**src/rtl/serial_add_ctrl_if.sv**
```systemverilog
// Operand/result bundle for the bit-serial add/subtract controller.
// The requester drives the i* side; the controller drives the o* side.
interface serial_add_ctrl_if #(
    parameter int WIDTH = 8
);
    logic             iStart;
    logic             iSub;
    logic [WIDTH-1:0] iA;
    logic [WIDTH-1:0] iB;
    logic             oBusy;
    logic             oDone;
    logic [WIDTH-1:0] oSum;
    logic             oCout;
    logic             oOvf;

    modport master (
        output iStart, iSub, iA, iB,
        input  oBusy, oDone, oSum, oCout, oOvf
    );

    modport slave (
        input  iStart, iSub, iA, iB,
        output oBusy, oDone, oSum, oCout, oOvf
    );
endinterface

```
**src/rtl/serial_add_ctrl.sv**
```systemverilog
// Bit-serial add/subtract: one internal full-adder stage is stepped LSB first for
// WIDTH cycles, then sum, carry-out and signed overflow are presented with a done strobe.
module serial_add_ctrl #(
    parameter int WIDTH = 8
) (
    input  logic             iClk,
    input  logic             iRst_n,
    serial_add_ctrl_if.slave sa_if
);

    localparam int             CW   = (WIDTH > 1) ? $clog2(WIDTH) : 1;
    localparam logic [CW-1:0]  LAST = CW'(WIDTH - 1);

    typedef enum logic [1:0] {
        ST_IDLE = 2'd0,
        ST_RUN  = 2'd1,
        ST_DONE = 2'd2
    } state_t;

    state_t           r_state;
    state_t           w_next_state;
    logic             w_load;
    logic             w_shift;
    logic             w_last;

    logic [WIDTH-1:0] r_a_sr;
    logic [WIDTH-1:0] r_b_sr;
    logic [WIDTH-2:0] r_acc;
    logic             r_carry;
    logic [CW-1:0]    r_cnt;

    logic [WIDTH-1:0] r_sum;
    logic             r_cout;
    logic             r_ovf;

    logic             w_fa_sum;
    logic             w_fa_cout;
    logic [WIDTH-1:0] w_acc_full;

    // 1-bit full adder on the current LSBs and the running carry.
    assign w_fa_sum   = r_a_sr[0] ^ r_b_sr[0] ^ r_carry;
    assign w_fa_cout  = (r_a_sr[0] & r_b_sr[0]) | (r_carry & (r_a_sr[0] ^ r_b_sr[0]));
    assign w_acc_full = {w_fa_sum, r_acc};

    // NOTE: sequential state is always written with non-blocking assignments so every
    // register samples the pre-edge values of its neighbours.
    always_ff @(posedge iClk or negedge iRst_n) begin
        if (!iRst_n) begin
            r_state <= ST_IDLE;
        end else begin
            r_state <= w_next_state;
        end
    end

    // NOTE: every signal driven here gets a default first, so no path leaves it unassigned
    // and no latch is inferred.
    always_comb begin
        w_next_state = r_state;
        w_load       = 1'b0;
        w_shift      = 1'b0;
        w_last       = 1'b0;
        unique case (r_state)
            ST_IDLE: begin
                if (sa_if.iStart) begin
                    w_load       = 1'b1;
                    w_next_state = ST_RUN;
                end
            end
            ST_RUN: begin
                w_shift = 1'b1;
                if (r_cnt == LAST) begin
                    w_last       = 1'b1;
                    w_next_state = ST_DONE;
                end
            end
            ST_DONE: begin
                w_next_state = ST_IDLE;
            end
            default: begin
                w_next_state = ST_IDLE;
            end
        endcase
    end

    // NOTE: the datapath has no storage arrays, so clearing every register on reset is cheap
    // and keeps a mid-operation abort from leaking stale operands.
    always_ff @(posedge iClk or negedge iRst_n) begin
        if (!iRst_n) begin
            r_a_sr  <= '0;
            r_b_sr  <= '0;
            r_acc   <= '0;
            r_carry <= 1'b0;
            r_cnt   <= '0;
        end else if (w_load) begin
            // Subtraction is A + ~B + 1: invert B and seed the carry with iSub.
            r_a_sr  <= sa_if.iA;
            r_b_sr  <= sa_if.iB ^ {WIDTH{sa_if.iSub}};
            r_acc   <= '0;
            r_carry <= sa_if.iSub;
            r_cnt   <= '0;
        end else if (w_shift) begin
            r_a_sr  <= r_a_sr >> 1;
            r_b_sr  <= r_b_sr >> 1;
            r_acc   <= w_acc_full[WIDTH-1:1];
            r_carry <= w_fa_cout;
            r_cnt   <= r_cnt + CW'(1);
        end
    end

    // Result registers move only on the edge entering DONE and hold across later runs.
    always_ff @(posedge iClk or negedge iRst_n) begin
        if (!iRst_n) begin
            r_sum  <= '0;
            r_cout <= 1'b0;
            r_ovf  <= 1'b0;
        end else if (w_last) begin
            r_sum  <= w_acc_full;
            r_cout <= w_fa_cout;
            r_ovf  <= r_carry ^ w_fa_cout;
        end
    end

    assign sa_if.oBusy = (r_state != ST_IDLE);
    assign sa_if.oDone = (r_state == ST_DONE);
    assign sa_if.oSum  = r_sum;
    assign sa_if.oCout = r_cout;
    assign sa_if.oOvf  = r_ovf;

    a_done_one_cycle: assert property (
        @(posedge iClk) disable iff (!iRst_n) sa_if.oDone |=> !sa_if.oDone
    );

endmodule

```
**src/flat_wrapper.sv**
```systemverilog
// flat-port wrapper written by rule: the top's interface ports become plain ports
module serial_add_ctrl_flat 
#(
    parameter int WIDTH = 8
)
  (iClk, iRst_n, sa_if_iStart, sa_if_iSub, sa_if_iA, sa_if_iB, sa_if_oBusy, sa_if_oDone, sa_if_oSum, sa_if_oCout, sa_if_oOvf);
  serial_add_ctrl_if #(.WIDTH(WIDTH)) sa_if_i ();
  input  logic iClk;
  input  logic iRst_n;
  input wire logic [$bits(sa_if_i.iStart)-1:0] sa_if_iStart;
  input wire logic [$bits(sa_if_i.iSub)-1:0] sa_if_iSub;
  input wire logic [$bits(sa_if_i.iA)-1:0] sa_if_iA;
  input wire logic [$bits(sa_if_i.iB)-1:0] sa_if_iB;
  output wire logic [$bits(sa_if_i.oBusy)-1:0] sa_if_oBusy;
  output wire logic [$bits(sa_if_i.oDone)-1:0] sa_if_oDone;
  output wire logic [$bits(sa_if_i.oSum)-1:0] sa_if_oSum;
  output wire logic [$bits(sa_if_i.oCout)-1:0] sa_if_oCout;
  output wire logic [$bits(sa_if_i.oOvf)-1:0] sa_if_oOvf;
  assign sa_if_i.iStart = sa_if_iStart;
  assign sa_if_i.iSub = sa_if_iSub;
  assign sa_if_i.iA = sa_if_iA;
  assign sa_if_i.iB = sa_if_iB;
  assign sa_if_oBusy = sa_if_i.oBusy;
  assign sa_if_oDone = sa_if_i.oDone;
  assign sa_if_oSum = sa_if_i.oSum;
  assign sa_if_oCout = sa_if_i.oCout;
  assign sa_if_oOvf = sa_if_i.oOvf;
  serial_add_ctrl #(.WIDTH(WIDTH)) u_core (.iClk(iClk), .iRst_n(iRst_n), .sa_if(sa_if_i));
endmodule
```
**config.mk**
```make
export PLATFORM = sky130hd
export DESIGN_NAME = serial_add_ctrl_flat
export DESIGN_NICKNAME = d
export VERILOG_FILES = /design/src/rtl/serial_add_ctrl_if.sv /design/src/rtl/serial_add_ctrl.sv /design/src/flat_wrapper.sv
export SDC_FILE = /design/constraint.sdc
export NUM_CORES = 1
export LEC_CHECK = 0
export CAP_MARGIN = 20
export CORE_MARGIN = 2
export CORE_UTILIZATION = 51
export CTS_CLUSTER_SIZE = 10
export DETAILED_ROUTE_END_ITERATION = 16
export HOLD_SLACK_MARGIN = 0.06
export PLACE_DENSITY = 0.78
export SETUP_SLACK_MARGIN = 0.02
export SYNTH_ARGS = -nofsm -noshare
export SYNTH_HDL_FRONTEND = slang
export SYNTH_SLANG_ARGS = --single-unit
export TNS_END_PERCENT = 20
```
**constraint.sdc**
```tcl
create_clock -name iClk -period 2.2 [get_ports iClk]
set_clock_uncertainty 0.15 [all_clocks]
set_input_delay 0.44 -clock iClk [delete_from_list [all_inputs] [get_ports iClk]]
set_output_delay 0.44 -clock iClk [all_outputs]
set_load 0.01 [all_outputs]
```
==> results of run 1 <==
[power groups by stage]
stage | combinational [W] | clock [W] | sequential (W)
after floorplan | 0.000728 | 0 | 0.00126
after global placement | 0.00111 | 0 | 0.00125
after detailed placement | 0.00116 | 0 | 0.00127
after CTS | 0.00117 | 0.000416 | 0.00126
after global routing | 0.00130 | 0.000444 | 0.00130
final | 0.00115 | 0.000410 | 0.00126
[kinds of logic (layout without fill, tap and decap cells)]
| kind of cell | Yosys count | count (layout) | synth area share |
|---|---|---|---|
| mux | 9 | 9 | 0.0590 |
| xor+xnor | 9 | 9 | 0.0459 |
| flops | 39 | 39 | 0.568 |
| simple gates | 69 | 69 | 0.172 |
| buf+inv | 12 | 47 | 0.0379 |
| fa+ha+maj | 3 | 3 | 0.0262 |
| compound gates | 20 | 20 | 0.0910 |
[worst reg2reg max path: cells and delay by family, from the launching register on]
kind / cells / cell delay (ns)
flip-flops: 1 / 0.42
multiplexers: 1 / 0.36
buffers and inverters: 1 / 0.20
adder cells (fa/ha/maj): 2 / 0.43
AND/OR/NAND/NOR: 1 / 0.09
[cells in the mapped netlist]
cell type / n / share of area
nand2b_1: 1 / 0.0036
or3b_1: 1 / 0.0051
nor2_1: 13 / 0.028
a22oi_1: 2 / 0.0087
nor2b_1: 2 / 0.0073
nand3_1: 11 / 0.032
o21ai_0: 3 / 0.0087
fa_1: 1 / 0.012
dfrtp_1: 39 / 0.57
o21ai_1: 1 / 0.0029
o21bai_1: 1 / 0.0044
buf_6: 1 / 0.0066
a221o_2: 5 / 0.033
nand3b_1: 1 / 0.0044
inv_1: 1 / 0.0022
a31oi_1: 6 / 0.022
nor3b_1: 1 / 0.0044
mux2_2: 9 / 0.059
nand2_1: 38 / 0.083
ha_1: 2 / 0.015
xnor2_1: 9 / 0.046
or2_2: 1 / 0.0036
buf_2: 10 / 0.029
a221o_1: 2 / 0.012
[flip-flops by register name, indices dropped and copies added (netlist names)]
signal	flops
u_core.r_cnt	3
u_core.r_acc	7
u_core.sa_if.oSum	8
u_core.sa_if.oOvf	1
u_core.r_carry	1
u_core.r_b_sr	8
u_core.r_state	2
u_core.r_a_sr	8
u_core.sa_if.oCout	1
[cell type report]
class                   count  area (um^2)  share of cell area
flip-flops and latches     39          978               0.453
clock buffers               8         68.8              0.0318
well taps                  46         57.6              0.0266
multi-input cells         110          677               0.313
repair buffers             38          375               0.174
inverters                   1         3.75             0.00174
[per-layer routing]
metal,track usage,up-vias,share of wire,wire length (um)
met5,0,-,0,0
met4,0.106,0,0.017,57
met3,0.0518,7,0.062,207
met2,0.360,46,0.52,1720
met1,0.197,626,0.40,1330
li1,-,616,-,-
[through the flow]
stage           util  worst slack (ns)
6_report       0.658             0.103
2_1_floorplan      -             0.522
3_3_place_gp   0.632             0.201
5_1_grt        0.658            0.0261
4_1_cts        0.657            0.0286
3_5_place_dp   0.632             0.160
[path summary, 6_finish.rpt]
check	slack, ns	to	startpoint	cells past startpoint
worst max-delay path	0.10	sa_if_oDone	u_core.r_state[0]$_DFFE_PN0P_	2
worst min-delay path	0.34	u_core.sa_if.oOvf$_DFFE_PN0P_	u_core.sa_if.oOvf$_DFFE_PN0P_	2
worst max register to register	0.46	u_core.sa_if.oSum[0]$_DFFE_PN0P_	u_core.r_cnt[0]$_DFFE_PN0P_	5
worst min register to register	0.34	u_core.sa_if.oOvf$_DFFE_PN0P_	u_core.sa_if.oOvf$_DFFE_PN0P_	2
max in group asynchronous	1.26	u_core.r_state[1]$_DFFE_PN0P_	iRst_n	3
min in group asynchronous	0.43	u_core.sa_if.oSum[5]$_DFFE_PN0P_	iRst_n	3
[timing repair]
item	in CTS	in global routing
hold buffers	1	0
resized for setup	1	2
setup endpoints to repair	1	2
endpoints found under the hold margin	39	0
==> impl_metrics.ini, run 1 <==
[status]
outcome = complete, no violations

[placement]
dp_hpwl_mm = 2.29
postPlaceCellArea_um2 = 2080
place_congestion = 0.768
portBuffers = 31
dp.cells = 233

[global_routing]
grt_max_degree = 40
antenna_found_initial = 0
grt_pass1_wl_mm = 5.38
grt_pass1_vias = 1320
track_usage = 0.195
overflow = 0

[synth]
yosys_warnings = 0
ys_ff_latch = 39
synth_cell_types = 24
ys_seq_area_frac = 0.568
synthCells = 161
syn_nets = 184
syn_area_per_cell_um2 = 10.7
netlist_area_um2 = 1720

[worst_setup_path]
cp-start-kind = register
end_kind = primary output
cp_data_arrival_time_ns = 1.51
crit_chain = nor2b_1 > clkdlybuf4s50_1
worstPathMaxFanout = 8
crit_type = reg -> out
path_buf_inv = 1
slowest_stage = clkdlybuf4s50_1
slowest_delay_ns = 0.56
critPathTopFamily = buffers and inverters
cp.required_ns = 1.61

[sta]
holdWs_ns = 0.339
setup_viol = 0
min_period_over_period = 0.953
finalCriticalPeriod_ns = 2.10
rsz0062_at_grt = false
fmax_ghz = 0.477
slew_headroom = 0.468
tns_ns = 0
slew_viol_final = 0
final_hold_viol_count = 0
worst_pin_slew_ns = 0.796

[cts]
cts_setup_buffers = 0
cts_max_level = 2
root_buffer = clkbuf_4
cts_buffer_depth = 2
cts_buffers = 5
clk_pin_slew_ns = 0.11
cts_tree = built
clkLatencyLatePin_ns = 0.34
clock_sinks = 39

[pwr]
power.share.clock = 0.145
p_total_w = 0.00282
switchingPower_w = 0.000990
swShare = 0.351
pwr-share-comb = 0.408
p_seq_frac = 0.446
internal_power_w = 0.00183
p_leak_nw = 0.990
ir_drop_v = 0.000531
power_density_nw_per_um2 = 1300

[floorplanning]
dieArea_um2 = 3850
ioPinCount = 32
die_h_um = 62.0
core_um2 = 3280
start_util = 0.523
fp.dieW_um = 62.0
num_rows = 21

[finish]
mostFrequentLayoutCells = 38 x nand2_1, 37 x dfrtp_1, 29 x clkdlybuf4s50_1
layout-drive-gt1-share = 0.158
fin_cells = 242
fin_area_um2 = 2160
fin_nets = 218
final_common_cell = nand2_1
antenna-diode-count = 0
n_fill_cell = 269
area_growth_pct = 25.8

[detailed_routing]
wl_per_cell_um = 13.7
drc = 0
antenna_left = 0
drt_iter0_markers = 81
viasPerCell = 5.35
route.vias.total = 1295
wirelength_mm = 3.32
drt_first_pass_iters = 4

[hold_path]
hp-class = reg -> reg

[job]
max-cap-violations = 0
Note: power is estimated with default switching activity, not from simulation.
==> run 2, diff against run 1 <==
- SKIP_CTS_REPAIR_TIMING: not set -> 1
==> results of run 2 <==
The final DEF is identical to that of run 1; final timing and power are the same.
Among the figures that moved: wire length of the first global-routing pass 5380 um -> 5360 um; via count of the first global-routing pass 1320 -> 1308; met1 usage 0.197 -> 0.198; met2 usage 0.360 -> 0.357
==> run 3, diff against run 2 <==
- CORE_ASPECT_RATIO: not set -> 1.25
- CTS_CLUSTER_SIZE: 10 -> 8
==> run 3 against run 2 <==
Design area decreased by 1.5%. Worst setup slack worse by 0.026 ns. First-iteration DRC count down 16%. Via count fell by 1.1%. Combinational power barely moved. Non-clock buffer count fell by 2. Sequential share of layout area up 0.63 points. Cell count decreased by 4.5%. Total power is 1.4% higher. Die area is essentially flat. Critical path type unchanged. Critical endpoint is now sa_if_oBusy. Largest cell class unchanged.
==> impl_metrics.ini, run 3 (synthesis gave the netlist of run 1 again) <==
[cts]
root_buffer = clkbuf_8
clock_sinks = 39
cts_buffers = 5
clk_pin_slew_ns = 0.07
cts_tree = built
cts_buffer_depth = 2
cts_max_level = 2
clkLatencyLatePin_ns = 0.29

[pwr]
p_leak_nw = 0.976
p_total_w = 0.00286
power_density_nw_per_um2 = 1340
ir_drop_v = 0.000729

[global_routing]
overflow = 0
grt_max_degree = 40
grt_pass1_wl_mm = 5.68
track_usage = 0.200
grt_pass1_vias = 1243
antenna_found_initial = 0

[detailed_routing]
drt_first_pass_iters = 4
wirelength_mm = 3.19
route.vias.total = 1281
drt_iter0_markers = 68
viasPerCell = 5.55
antenna_left = 0
drc = 0
wl_per_cell_um = 13.8

[worst_setup_path]
cp-start-kind = register
r2r_slack_ns = 0.44
crit_type = reg -> out
crit_chain = or2_2 > clkdlybuf4s50_1
cp_data_arrival_time_ns = 1.53
critPathTopFamily = buffers and inverters
ff2ff_path_depth = 5
slowest_delay_ns = 0.48
slowest_stage = clkdlybuf4s50_1
end_kind = primary output
worstPathMaxFanout = 8
cp.required_ns = 1.61
reg2reg_to = u_core.sa_if.oSum[7]$_DFFE_PN0P_
path_buf_inv = 1
timing.rr.start = u_core.r_cnt[0]$_DFFE_PN0P_

[sta]
final_hold_viol_count = 0
slew_headroom = 0.435
setup_viol = 0
rsz0062_at_grt = false
min_period_over_period = 0.965
fmax_ghz = 0.471
slew_viol_final = 0
worst_pin_slew_ns = 0.847
finalCriticalPeriod_ns = 2.12
tns_ns = 0

[placement]
portBuffers = 31
postPlaceCellArea_um2 = 2050
dp_hpwl_mm = 2.23
place_congestion = 0.745

[finish]
n_fill_cell = 272
antenna-diode-count = 0
seq_area_um2 = 977
layout-drive-gt1-share = 0.144
multiInputGateArea_um2 = 677
mostFrequentLayoutCells = 38 x nand2_1, 38 x dfrtp_1, 30 x clkdlybuf4s50_1
fin_area_um2 = 2130
area_growth_pct = 23.9
fin_nets = 216

[floorplanning]
die_h_um = 68.9
core_um2 = 3220
start_util = 0.533
fp.dieW_um = 55.9
num_rows = 23
dieArea_um2 = 3850
ioPinCount = 32

[hold_path]
hp-class = in -> async

[job]
max-cap-violations = 0

[status]
outcome = complete, no violations
-- run 3: worst max path at each step --
stage | to | start | depth (start not counted) | slack [ns]
2_1_floorplan | u_core.sa_if.oSum[1]$_DFFE_PN0P_ | u_core.r_cnt[0]$_DFFE_PN0P_ | 5 | 0.52
3_3_place_gp | u_core.r_b_sr[5]$_DFFE_PN0P_ | sa_if_iSub | 4 | 0.22
3_5_place_dp | u_core.r_b_sr[5]$_DFFE_PN0P_ | sa_if_iSub | 4 | 0.17
4_1_cts | sa_if_oBusy | u_core.r_state[0]$_DFFE_PN0P_ | 2 | 0.04
5_1_grt | sa_if_oBusy | u_core.r_state[0]$_DFFE_PN0P_ | 2 | 0.02
6_report | sa_if_oBusy | u_core.r_state[0]$_DFFE_PN0P_ | 2 | 0.08
-- run 3: area by class of cell --
cell class | count | area share
repair buffers | 36 | 0.161
clock buffers | 7 | 0.0359
well taps | 37 | 0.0218
clock inverters | 1 | 0.00235
multi-input cells | 110 | 0.318
inverters | 1 | 0.00176
flip-flops and latches | 39 | 0.459
-- run 3: metrics by stage --
step,std cells,worst slack [ns],util,hold WS [ns]
5_1_grt,231,0.0238,0.660,0.157
3_5_place_dp,223,0.167,0.635,0.326
4_1_cts,231,0.0403,0.660,0.129
3_3_place_gp,223,0.219,0.635,0.312
6_report,231,0.0774,0.660,0.0998
2_1_floorplan,161,0.522,-,-0.00559
-- run 3: where the power goes --
group          total (W)  switching (W)  internal, W
sequential       0.00126       0.000213      0.00105
clock           0.000463       0.000240     0.000222
combinational    0.00114       0.000543     0.000592
total            0.00286       0.000996      0.00186
-- run 3: metal layers --
layer / global-route usage / part of all wire / vias up / wire (um)
li1: - / - / 613 / -
met1: 0.237 / 0.43 / 613 / 1370
met2: 0.327 / 0.48 / 48 / 1520
met3: 0.0672 / 0.061 / 7 / 196
met4: 0.110 / 0.031 / 0 / 99
met5: 0 / 0 / - / 0
